[src/rtl/div_sequencer_if.sv]
// rtl/div_sequencer_if.sv - request/response bundle between the execute stage and the divider
// Purpose: groups the divide request, flush and result/status signals.
// Ports (master = pipeline side, slave = divider side):
//   start, op[1:0], dividend, divisor, flush : master -> slave
//   busy, stall, done, result                : slave -> master
interface div_sequencer_if #(
   parameter int XLEN = 32
) ();
   logic            start;
   logic [1:0]      op;
   logic [XLEN-1:0] dividend;
   logic [XLEN-1:0] divisor;
   logic            flush;
   logic            busy;
   logic            stall;
   logic            done;
   logic [XLEN-1:0] result;

   modport master (
      output start, op, dividend, divisor, flush,
      input  busy, stall, done, result
   );

   modport slave (
      input  start, op, dividend, divisor, flush,
      output busy, stall, done, result
   );
endinterface

[src/rtl/div_sequencer.sv]
// rtl/div_sequencer.sv - RV32M multi-cycle divide sequencer (radix-2 restoring)
// Purpose: runs DIV/DIVU/REM/REMU one quotient bit per cycle, resolves divide-by-zero and
//          signed overflow without iterating, stalls the pipeline until the result is ready.
// Ports:
//   clk    : pipeline clock
//   rst_n  : asynchronous active-low reset
//   bus    : div_sequencer_if.slave (start/op/dividend/divisor/flush in; busy/stall/done/result out)
module div_sequencer #(
   parameter int XLEN = 32
) (
   input  logic             clk,
   input  logic             rst_n,
   div_sequencer_if.slave   bus
);

   localparam int CW = (XLEN > 2) ? $clog2(XLEN) : 1;
   localparam logic [XLEN-1:0] INT_MIN = {1'b1, {(XLEN-1){1'b0}}};

   typedef enum logic [1:0] {IDLE, CALC, SIGN, DONE} state_t;

   state_t          state, state_nxt;
   logic [1:0]      op_q;
   logic            qneg_q;      // quotient must be negated (signed op, operand signs differ)
   logic            rneg_q;      // remainder must be negated (signed op, negative dividend)
   logic [XLEN-1:0] rem_q;
   logic [XLEN-1:0] quo_q;       // holds the dividend magnitude, shifted out as quotient bits shift in
   logic [XLEN-1:0] dvs_q;
   logic [CW-1:0]   count_q;
   logic [XLEN-1:0] result_q;

   // Request decode on the raw inputs (only meaningful in IDLE)
   logic            in_signed, div_zero, ovf, special, accept;
   logic [XLEN-1:0] special_val, a_mag, b_mag;

   always_comb begin
      in_signed   = ~bus.op[0];
      div_zero    = (bus.divisor == '0);
      ovf         = in_signed && (bus.dividend == INT_MIN) && (bus.divisor == '1);
      special     = div_zero | ovf;
      accept      = (state == IDLE) && bus.start && !bus.flush;
      // Divide-by-zero wins over overflow (they cannot both hold anyway)
      if (div_zero)
         special_val = bus.op[1] ? bus.dividend : '1;
      else
         special_val = bus.op[1] ? '0 : INT_MIN;
      // |INT_MIN| wraps to INT_MIN, which is the correct unsigned magnitude
      a_mag = (in_signed && bus.dividend[XLEN-1]) ? (~bus.dividend + 1'b1) : bus.dividend;
      b_mag = (in_signed && bus.divisor[XLEN-1])  ? (~bus.divisor + 1'b1)  : bus.divisor;
   end

   // One restoring step; the extra bit keeps the trial difference sign-safe
   logic [XLEN:0] shifted, diff;

   always_comb begin
      shifted = {rem_q, quo_q[XLEN-1]};
      diff    = shifted - {1'b0, dvs_q};
   end

   // FSM: state register
   always_ff @(posedge clk or negedge rst_n) begin
      if (!rst_n)
         state <= IDLE;
      else
         state <= state_nxt;
   end

   // FSM: next state
   always_comb begin
      state_nxt = state;
      if (bus.flush) begin
         state_nxt = IDLE;
      end else begin
         case (state)
            IDLE: if (bus.start) state_nxt = special ? DONE : CALC;
            CALC: if (count_q == CW'(XLEN-1)) state_nxt = SIGN;
            SIGN: state_nxt = DONE;
            DONE: state_nxt = IDLE;
            default: state_nxt = IDLE;
         endcase
      end
   end

   // FSM: outputs
   always_comb begin
      bus.busy   = (state != IDLE);
      bus.stall  = accept || (state == CALC) || (state == SIGN);
      bus.done   = (state == DONE) && !bus.flush;
      bus.result = result_q;
   end

   // Datapath
   always_ff @(posedge clk or negedge rst_n) begin
      if (!rst_n) begin
         op_q     <= '0;
         qneg_q   <= 1'b0;
         rneg_q   <= 1'b0;
         rem_q    <= '0;
         quo_q    <= '0;
         dvs_q    <= '0;
         count_q  <= '0;
         result_q <= '0;
      end else begin
         case (state)
            IDLE: begin
               if (accept) begin
                  op_q    <= bus.op;
                  qneg_q  <= in_signed && (bus.dividend[XLEN-1] ^ bus.divisor[XLEN-1]);
                  rneg_q  <= in_signed && bus.dividend[XLEN-1];
                  quo_q   <= a_mag;
                  dvs_q   <= b_mag;
                  rem_q   <= '0;
                  count_q <= '0;
                  if (special) result_q <= special_val;
               end
            end
            CALC: begin
               if (!diff[XLEN]) begin
                  rem_q <= diff[XLEN-1:0];
                  quo_q <= {quo_q[XLEN-2:0], 1'b1};
               end else begin
                  rem_q <= shifted[XLEN-1:0];
                  quo_q <= {quo_q[XLEN-2:0], 1'b0};
               end
               count_q <= count_q + 1'b1;
            end
            SIGN: begin
               if (!bus.flush) begin
                  if (!op_q[1])
                     result_q <= qneg_q ? (~quo_q + 1'b1) : quo_q;
                  else
                     result_q <= rneg_q ? (~rem_q + 1'b1) : rem_q;
               end
            end
            default: ;
         endcase
      end
   end

endmodule
[src/flat_wrapper.sv]
// flat-port wrapper written by rule: the top's interface ports become plain ports
module div_sequencer_flat 
#(
   parameter int XLEN = 32
)
  (clk, rst_n, bus_start, bus_op, bus_dividend, bus_divisor, bus_flush, bus_busy, bus_stall, bus_done, bus_result);
  div_sequencer_if #(.XLEN(XLEN)) bus_i ();
  input  logic clk;
  input  logic rst_n;
  input wire logic [$bits(bus_i.start)-1:0] bus_start;
  input wire logic [$bits(bus_i.op)-1:0] bus_op;
  input wire logic [$bits(bus_i.dividend)-1:0] bus_dividend;
  input wire logic [$bits(bus_i.divisor)-1:0] bus_divisor;
  input wire logic [$bits(bus_i.flush)-1:0] bus_flush;
  output wire logic [$bits(bus_i.busy)-1:0] bus_busy;
  output wire logic [$bits(bus_i.stall)-1:0] bus_stall;
  output wire logic [$bits(bus_i.done)-1:0] bus_done;
  output wire logic [$bits(bus_i.result)-1:0] bus_result;
  assign bus_i.start = bus_start;
  assign bus_i.op = bus_op;
  assign bus_i.dividend = bus_dividend;
  assign bus_i.divisor = bus_divisor;
  assign bus_i.flush = bus_flush;
  assign bus_busy = bus_i.busy;
  assign bus_stall = bus_i.stall;
  assign bus_done = bus_i.done;
  assign bus_result = bus_i.result;
  div_sequencer #(.XLEN(XLEN)) u_core (.clk(clk), .rst_n(rst_n), .bus(bus_i));
endmodule
[config.mk]
export PLATFORM = sky130hd
export DESIGN_NAME = div_sequencer_flat
export DESIGN_NICKNAME = d
export VERILOG_FILES = /design/src/rtl/div_sequencer_if.sv /design/src/rtl/div_sequencer.sv /design/src/flat_wrapper.sv
export SDC_FILE = /design/constraint.sdc
export NUM_CORES = 1
export LEC_CHECK = 0
export CAP_MARGIN = 10
export CORE_AREA = 2 2 171 173
export CTS_CLUSTER_DIAMETER = 120
export DETAILED_ROUTE_END_ITERATION = 8
export DIE_AREA = 0 0 173 175
export PLACE_DENSITY = 0.67
export SETUP_SLACK_MARGIN = 0.15
export SLEW_MARGIN = 5
export SYNTH_ARGS = -nofsm -noshare
export SYNTH_HDL_FRONTEND = slang
export SYNTH_SLANG_ARGS = --single-unit
[constraint.sdc]
create_clock -name clk -period 8 [get_ports clk]
set_input_delay 1.6 -clock clk [delete_from_list [all_inputs] [get_ports clk]]
set_output_delay 1.6 -clock clk [all_outputs]
set_load 0.01 [all_outputs]
==> results_dict.tcl, run 1 <==
set metrics [dict create \
    status "completed" \
    clock-sinks 138 \
    num_io_pins 105 \
    ys_seq_elements 138 \
    initial_utilization 0.387 \
    syn_area_sq_um 11000 \
    finalHoldViolCount 0 \
    max_slew_margin 0.323 \
    cts_setup_buffers 0 \
    yosys_warnings 0 \
    cts_tree "built" \
    area_growth_pct 17.7 \
    power_density_nw_per_um2 413 \
    worst_pin_slew_ns 1.01 \
    finalMaxSlewViolations 0 \
    setup_violations 0 \
    cts.repair.resized 0 \
    cts_hold_buf 0 \
    ys_seq_area_frac 0.314 \
    synth-edff-count 0 \
    worst-path-stages 5 \
    postRouteAntennaNets 0 \
    fin_setup_tns_ns 0 \
    worst-path-buf-inv 3 \
    grt_pass1_vias 9773 \
    synthCells 1372 \
    grt_pass1_wl_mm 52.8 \
    rows 62 \
    track_usage 0.216 \
    final_common_cell "nand2_1" \
    grt_max_degree 71 \
    final_area_sq_um 12900 \
    path_clk_slew_ns 0.06 \
    criticalPathCategory "primary input to output pin" \
    place_area_sq_um 12300 \
    dieArea_sq_um 30300 \
    cts_inserted_buffers 17 \
    vias 10300 \
    min_path_type "flip-flop to flip-flop" \
    crit_chain "clkdlybuf4s50_1 > nor2_1 > buf_4 > or3_1 > clkdlybuf4s50_1" \
    cts_buffer_depth 2 \
    worst_ep_required_time_ns 6.40 \
    fmax_ghz 0.204 \
    crit_fanout 7 \
    overflow 0 \
    peakVddDrop_v 0.000193 \
    syn_avg_cell_area_sq_um 8.01 \
    dr.pass1.iters 6 \
    power_w 0.00534 \
    cap_violations 0 \
    synth_nets 1486 \
    vias_per_cell 5.63 \
    ys_types 74 \
    wl_per_cell_um 17.7 \
    hold-worst-slack_ns 0.477 \
    place_ws_ns 2.75 \
    clk_latency_ns 0.44 \
    critPathMaxStageDelay_ns 0.56 \
    cts.htree.levels 4 \
    drc 0 \
    slowest_stage "clkdlybuf4s50_1" \
    port_buffers 104 \
    synthTopCellsByArea "dfrtp_1, o21ai_0, nand2_1" \
    gp_congestion 0.918 \
    drive_gt1_frac 0.0539 \
    final_nets 1549 \
    crit_family "buffers and inverters" \
    skew_ns 0.0105 \
    detail_route.iter0.violations 713 \
    min_period_ns 4.89 \
    cts-root-buf "clkbuf_16" \
    rsz0062_at_grt "no" \
    nFillCells 2849 \
    finalWorstSetupSlack_ns 3.11 \
    place_hpwl_mm 23.8 \
    endpoint_kind "output pin" \
    hold_path_depth 2 \
    min_period_over_period 0.611 \
    cp-start-kind "primary input" \
    wl_mm 32.4 \
    async_flop_share 1.00 \
    post-synth-top-area-cell "dfrtp_1" \
    crit_top_cell "clkdlybuf4s50_1" \
    core_area_sq_um 28400 \
    synth_top_area_frac 0.314 \
    final_cell_mix "nand2_1, o21ai_0, dfrtp_1, clkdlybuf4s50_1, a21oi_1" \
    cp.arrival_ns 3.29 \
    ys_dominant_reg_cell "dfrtp_1" \
    reg2reg_depth 11 \
    p_leak_nw 5.39 \
    antenna_found_initial 1 \
    die_x_um 173 \
    fp.dieH_um 175 \
]
-- metal layers --
metal / vias up / track usage / wire, um
met5: - / 0 / 0
met4: 0 / 0.0720 / 735
met3: 49 / 0.0361 / 2280
met2: 385 / 0.337 / 14500
met1: 4838 / 0.304 / 14900
li1: 5041 / - / -
-- synth_stat cells, drive strengths merged, types with 24 or more instances --
library cell / number
nand2: 183
clkbuf: 52
o21ai: 161
xor2: 68
o31ai: 43
a21oi: 97
dfrtp: 138
nor3: 27
o221ai: 24
xnor2: 74
nor2: 89
ha: 43
inv: 82
-- power by group --
group,internal [W],leakage [nW],switching (W)
logic,0.00128,3.30,0.00183
registers,0.000981,1.81,0.000386
clock network,0.000531,0.287,0.000332
-- stage by stage --
step | cells | utilization
5_1_grt | 1832 | 0.456
4_1_cts | 1832 | 0.456
6_report | 1833 | 0.456
3_5_place_dp | 1800 | 0.433
3_3_place_gp | 1800 | 0.433
2_1_floorplan | 1372 | -
-- final timing paths --
check                                 start               endpoint  slack (ns)
max in group asynchronous             rst_n       u_core.dvs_q[23]        5.46
hold / removal              u_core.dvs_q[7]        u_core.dvs_q[7]        0.48
min in group asynchronous             rst_n  u_core.bus.result[12]        1.17
setup reg to reg           u_core.quo_q[31]       u_core.rem_q[21]        4.10
setup / recovery                  bus_flush              bus_stall        3.11
hold reg to reg             u_core.dvs_q[7]        u_core.dvs_q[7]        0.48
-- registers in the layout, indices dropped and copies added, names as in the netlist --
signal             flops
u_core.op_q            1
u_core.rem_q          32
u_core.count_q         5
u_core.bus.result     32
u_core.qneg_q          1
u_core.dvs_q          32
u_core.state           2
u_core.rneg_q          1
u_core.quo_q          32
-- cell type report --
cell class,count,area (sq um),share of cell area
Inverter,82,308,0.0238
Antenna cell,1,2.50,0.000193
Sequential cell,138,3450,0.267
Clock inverter,14,195,0.0151
Tap cell,384,480,0.0371
Clock buffer,18,439,0.0339
Timing Repair Buffer,116,1130,0.0875
Multi-Input combinational cell,1080,6930,0.535
-- cells by family (layout without fill, tap and decap cells) --
| family | after synthesis | after routing | synth area share |
|---|---|---|---|
| xor gates and xnor gates | 142 | 142 | 0.113 |
| and+or+nand+nor | 432 | 432 | 0.189 |
| adders and majority gates | 44 | 44 | 0.0508 |
| buffers and inverters | 154 | 230 | 0.0571 |
| AOI/OAI and AO/OA | 448 | 448 | 0.263 |
| DFF | 138 | 138 | 0.314 |
| muxes | 14 | 14 | 0.0130 |
| other | 0 | 1 | 0 |
-- worst reg2reg max path, stage by stage, from the launching register on --
cell	delay (ns)
dfrtp_1	0.43
inv_1	0.17
ha_1	0.23
fa_1	0.22
nor2b_1	0.07
o31ai_1	0.30
a21oi_1	0.22
a21o_1	0.28
o2bb2ai_1	0.26
a211oi_2	0.54
mux2i_1	0.83
a221o_1	0.28
Power figures use the tool's default switching activity.
==> run 2: changes to the inputs <==
Settings changed: PLACE_DENSITY 0.67 to 0.69.
Clock period 8 ns to 4.2 ns, I/O delays scaled along.
==> run 2 against run 1 <==
Non-clock buffer count is 14 higher. Clock power is 75% higher. Critical endpoint is now u_core.rem_q[15]. Register-to-register slack worse by 3.7 ns. Wire length is 0.30% higher. Via count is 1.8% higher. Global-route usage hardly changed. Largest cell class unchanged.
==> results_dict.tcl, run 2 (synthesized netlist as in run 1, its figures left out) <==
set metrics [dict create \
    final_cell_mix "nand2_1, o21ai_0, dfrtp_1, clkdlybuf4s50_1, a21oi_1" \
    cap_violations 0 \
    max_slew_margin 0.185 \
    final_nets 1563 \
    cts.repair.resized 0 \
    cts_hold_buf 0 \
    cts-root-buf "clkbuf_16" \
    dr.pass1.iters 5 \
    grt_pass1_wl_mm 53.0 \
    fmax_ghz 0.264 \
    track_usage 0.216 \
    rows 62 \
    cts.htree.levels 4 \
    finalHoldViolCount 0 \
    cp-start-kind "flip-flop" \
    worst_pin_slew_ns 1.22 \
    cts_buffer_depth 2 \
    cts_inserted_buffers 17 \
    die_x_um 173 \
    setup_violations 0 \
    initial_utilization 0.387 \
    wl_per_cell_um 17.6 \
    status "completed" \
    postRouteAntennaNets 0 \
    r2r-start "u_core.quo_q[31]" \
    dieArea_sq_um 30300 \
    detail_route.iter0.violations 860 \
    crit_fanout 9 \
    vias_per_cell 5.69 \
    wl_mm 32.5 \
    insertedDiodeCount 0 \
    worst_ep_required_time_ns 4.56 \
    endpoint_kind "flip-flop" \
    criticalPathCategory "flip-flop to flip-flop" \
    overflow 0 \
    crit_family "compound AO/OA/AOI/OAI gates" \
    final_common_cell "nand2_1" \
    fp.dieH_um 175 \
    gp_congestion 0.949 \
    place_hpwl_mm 24.1 \
    p_leak_nw 5.47 \
    cts_tree "built" \
    core_area_sq_um 28400 \
    hold-worst-slack_ns 0.453 \
    vias 10500 \
    power_density_nw_per_um2 776 \
    num_io_pins 105 \
    drive_gt1_frac 0.0622 \
    slowest_stage "mux2i_1" \
    cp.arrival_ns 4.14 \
    clock-sinks 138 \
    min_path_type "primary input to asynchronous set/reset pin" \
    path_clk_slew_ns 0.06 \
    skew_ns 0.0148 \
    clk_latency_ns 0.43 \
    area_growth_pct 18.5 \
    antenna_found_initial 0 \
    min_period_over_period 0.901 \
    critPathLaunch "u_core.quo_q[31]" \
    rsz0062_at_grt "no" \
    worst-path-buf-inv 1 \
    peakVddDrop_v 0.000383 \
    cts_setup_buffers 0 \
    finalMaxSlewViolations 0 \
    min_period_ns 3.78 \
    port_buffers 104 \
    crit_chain "inv_1 > ha_1 > fa_1 > nor2b_1 > o31ai_1 > a21oi_1 > a21o_1 > o2bb2ai_1 > a211oi_2 > mux2i_1 > a221o_1" \
    fin_setup_tns_ns 0 \
    drc 0 \
    grt_pass1_vias 9949 \
    grt_max_degree 89 \
    critPathMaxStageDelay_ns 0.80 \
]
run 2: cell types whose count changed in the layout (fill, tap and decap cells not counted), sizes merged, moves of 2 or more:
cell | previous run | this run
clkbuf | 18 | 20
clkinv | 1 | 6
clkinvlp | 7 | 4
buf | 13 | 27
inv | 84 | 82
bufinv | 4 | 2
run 2: worst reg2reg max path, stage by stage (launching register included):
cell and delay, ns:
dfrtp_1 0.38, inv_1 0.10, ha_1 0.23, fa_1 0.41
nor2b_1 0.18, o31ai_1 0.12, a21oi_1 0.40, a21o_1 0.30
o2bb2ai_1 0.32, a211oi_2 0.18, mux2i_1 0.80, a221o_1 0.28
run 2: where the power goes:
part	switching, W	total (W)	internal (W)
Combinational	0.00345	0.00595	0.00251
Clock	0.000610	0.00151	0.000900
Sequential	0.000775	0.00264	0.00187
run 2: final cells by class:
| type | instances | area [sq um] |
|---|---|---|
| fillers | 2807 | 15400 |
| clock buffers | 20 | 457 |
| inverters | 82 | 308 |
| repair buffers | 130 | 1270 |
| multi-input cells | 1080 | 6930 |
| well taps | 384 | 480 |
| flip-flops and latches | 138 | 3450 |
| clock inverters | 12 | 124 |
run 2: worst paths after layout:
path / slack [ns] / endpoint / cells after the start
setup / recovery: 0.42 / u_core.rem_q[15] / 11
hold / removal: 0.45 / u_core.bus.result[12] / 1
setup reg to reg: 0.42 / u_core.rem_q[15] / 11
hold reg to reg: 0.48 / u_core.dvs_q[20] / 2
max in group asynchronous: 2.98 / u_core.bus.result[25] / 2
min in group clk: 0.48 / u_core.dvs_q[20] / 2
run 2: stage by stage:
step | power (W) | cells | util | setup WS [ns] | area, sq um
global route | 0.0110 | 1846 | 0.459 | 0.240 | 13000
floorplan | 0.00677 | 1372 | - | 1.12 | 11000
global placement | 0.00842 | 1814 | 0.438 | 0.251 | 12400
detailed placement | 0.00852 | 1814 | 0.438 | 0.140 | 12400
finish | 0.0101 | 1846 | 0.459 | 0.416 | 13000
CTS | 0.0101 | 1846 | 0.459 | 0.479 | 13000
run 2: layer usage:
metal | wire, um | part of all wire | up-vias | track usage
li1 | - | - | 5051 | -
met5 | 0 | 0 | - | 0
met4 | 783 | 0.024 | 0 | 0.0685
met2 | 14700 | 0.45 | 418 | 0.340
met1 | 14800 | 0.46 | 4980 | 0.304
met3 | 2210 | 0.068 | 54 | 0.0348
==> run 3: changes to the inputs <==
Settings changed: CAP_MARGIN 10 to 0, RECOVER_POWER set to 50.
==> run 3 against run 2 <==
Sequential power is essentially flat. Critical path type unchanged. The flow now finishes with violations (max-capacitance violations, max-slew violations). Cell count did not move. Die area stayed put. Non-clock buffer count unchanged. Largest power group unchanged. Final area shrank 0.20%. Hold slack better by 0.023 ns. Combinational power is essentially flat. Clock power about the same. Via count decreased by 0.47%.
==> results_dict.tcl, run 3 (synthesized netlist as in run 1, its figures left out) <==
set metrics [dict create \
    status "finished, violations left" \
    violations "max-capacitance violations, max-slew violations" \
    die_x_um 173 \
    grt_util_met1 0.304 \
    fin_setup_tns_ns 0 \
    finalMaxSlewViolations 89 \
    rows 62 \
    min_period_ns 3.82 \
    cts-root-buf "clkbuf_16" \
    drive_gt1_frac 0.0616 \
    multi_input_area_sq_um 6920 \
    skew_ns 0.0142 \
    grt_max_degree 89 \
    cp-start-kind "flip-flop" \
    cts_setup_buffers 0 \
    seq_area_sq_um 3450 \
    cap_violations 1 \
    cts_inserted_buffers 17 \
    nFillCells 2811 \
    postRouteAntennaNets 0 \
    cp.arrival_ns 4.17 \
    place_hpwl_mm 24.1 \
    wl_per_cell_um 17.6 \
    reg2reg_depth 11 \
    port_buffers 104 \
    fp.dieH_um 175 \
    min_period_over_period 0.909 \
    insertedDiodeCount 0 \
    use_met2 0.340 \
    grt_pass1_vias 9949 \
    num_io_pins 105 \
    track_usage 0.216 \
    final_nets 1563 \
    clk_latency_ns 0.43 \
    clock-sinks 138 \
    hold_path_depth 2 \
    dp.cells 1814 \
    cts_tree "built" \
    area_growth_pct 18.2 \
    peakVddDrop_v 0.000383 \
    core_area_sq_um 28400 \
    grt.busiest_layer "met2" \
    place_ws_ns 0.140 \
    drc 0 \
    crit_chain "inv_1 > ha_1 > fa_1 > nor2b_1 > o31ai_1 > a21oi_1 > a21o_1 > o2bb2ai_1 > a211oi_2 > mux2i_1 > a221o_1" \
    crit_fanout 9 \
    criticalPathCategory "flip-flop to flip-flop" \
    vias_per_cell 5.66 \
    max_slew_margin -0.495 \
    cts.htree.levels 4 \
    dr.pass1.iters 7 \
    wl_mm 32.4 \
    path_clk_slew_ns 0.06 \
    worst_pin_slew_ns 2.24 \
    final_cell_mix "nand2_1, o21ai_0, dfrtp_1, clkdlybuf4s50_1, a21oi_1" \
    dieArea_sq_um 30300 \
    rsz0062_at_grt "no" \
    critPathMaxStageDelay_ns 0.82 \
    fmax_ghz 0.262 \
    endpoint_kind "flip-flop" \
    min_path_type "flip-flop to flip-flop" \
    overflow 0 \
    cts_hold_buf 0 \
    setup_violations 0 \
    p_leak_nw 5.48 \
    cts_buffer_depth 2 \
    initial_utilization 0.387 \
    met3_usage 0.0348 \
    finalWorstSetupSlack_ns 0.384 \
    cts.repair.resized 0 \
    vias 10500 \
    stdcell_count 1846 \
    gp_congestion 0.949 \
    detail_route.iter0.violations 869 \
    worst_ep_required_time_ns 4.56 \
    grt_pass1_wl_mm 53.0 \
    power_density_nw_per_um2 777 \
    final_common_cell "nand2_1" \
    slowest_stage "mux2i_1" \
    antenna_found_initial 0 \
    finalHoldViolCount 0 \
]
[run 3: changes by cell type in the layout (fill, tap and decap cells not counted)]
cell             delta
clkdlybuf4s50_1     -6
dlygate4sd3_1       +6
clkbuf_2            +3
buf_12              -1
buf_4               -1
buf_6               -1
ha_1                +1
ha_2                -1
[run 3: final timing paths]
kind,from,to,slack [ns]
hold reg to reg,u_core.dvs_q[20],u_core.dvs_q[20],0.48
setup reg to reg,u_core.quo_q[31],u_core.rem_q[16],0.38
setup / recovery,u_core.quo_q[31],u_core.rem_q[16],0.38
max in group asynchronous,rst_n,u_core.bus.result[25],0.87
min in group asynchronous,rst_n,u_core.bus.result[12],1.03
hold / removal,u_core.dvs_q[20],u_core.dvs_q[20],0.48
[run 3: critical path: cells and delay by family (launching register included)]
| family | cells | cell delay (ns) |
|---|---|---|
| compound gates | 6 | 1.61 |
| simple gates | 1 | 0.18 |
| fa+ha+maj | 2 | 0.64 |
| mux | 1 | 0.82 |
| flops | 1 | 0.38 |
| buf+inv | 1 | 0.10 |
[run 3: report_power, final]
part | leakage [nW] | switching [W] | internal (W)
combinational | 3.39 | 0.00344 | 0.00250
clock | 0.278 | 0.000612 | 0.000900
sequential | 1.81 | 0.000774 | 0.00187
total | 5.48 | 0.00483 | 0.00527
[run 3: final cells by class]
type | count | share of cell area
flip-flops and latches | 138 | 0.266
repair buffers | 130 | 0.0963
well taps | 384 | 0.0370
inverters | 82 | 0.0237
clock buffers | 20 | 0.0351
clock inverters | 12 | 0.00953
multi-input cells | 1080 | 0.533
[run 3: metal layers]
| layer | vias up | part of all wire |
|---|---|---|
| li1 | 5047 | - |
| met1 | 4962 | 0.46 |
| met2 | 385 | 0.45 |
| met3 | 60 | 0.063 |
| met4 | 0 | 0.024 |
| met5 | - | 0 |
[run 3: stage by stage]
stage          hold slack (ns)  total power, W  utilization  area (sq um)
3_5_place_dp             0.469         0.00852        0.438         12400
3_3_place_gp             0.462         0.00842        0.438         12400
6_report                 0.477          0.0101        0.458         13000
5_1_grt                  0.488          0.0110        0.458         13000
4_1_cts                  0.483          0.0101        0.459         13000
2_1_floorplan            0.450         0.00677            -         11000
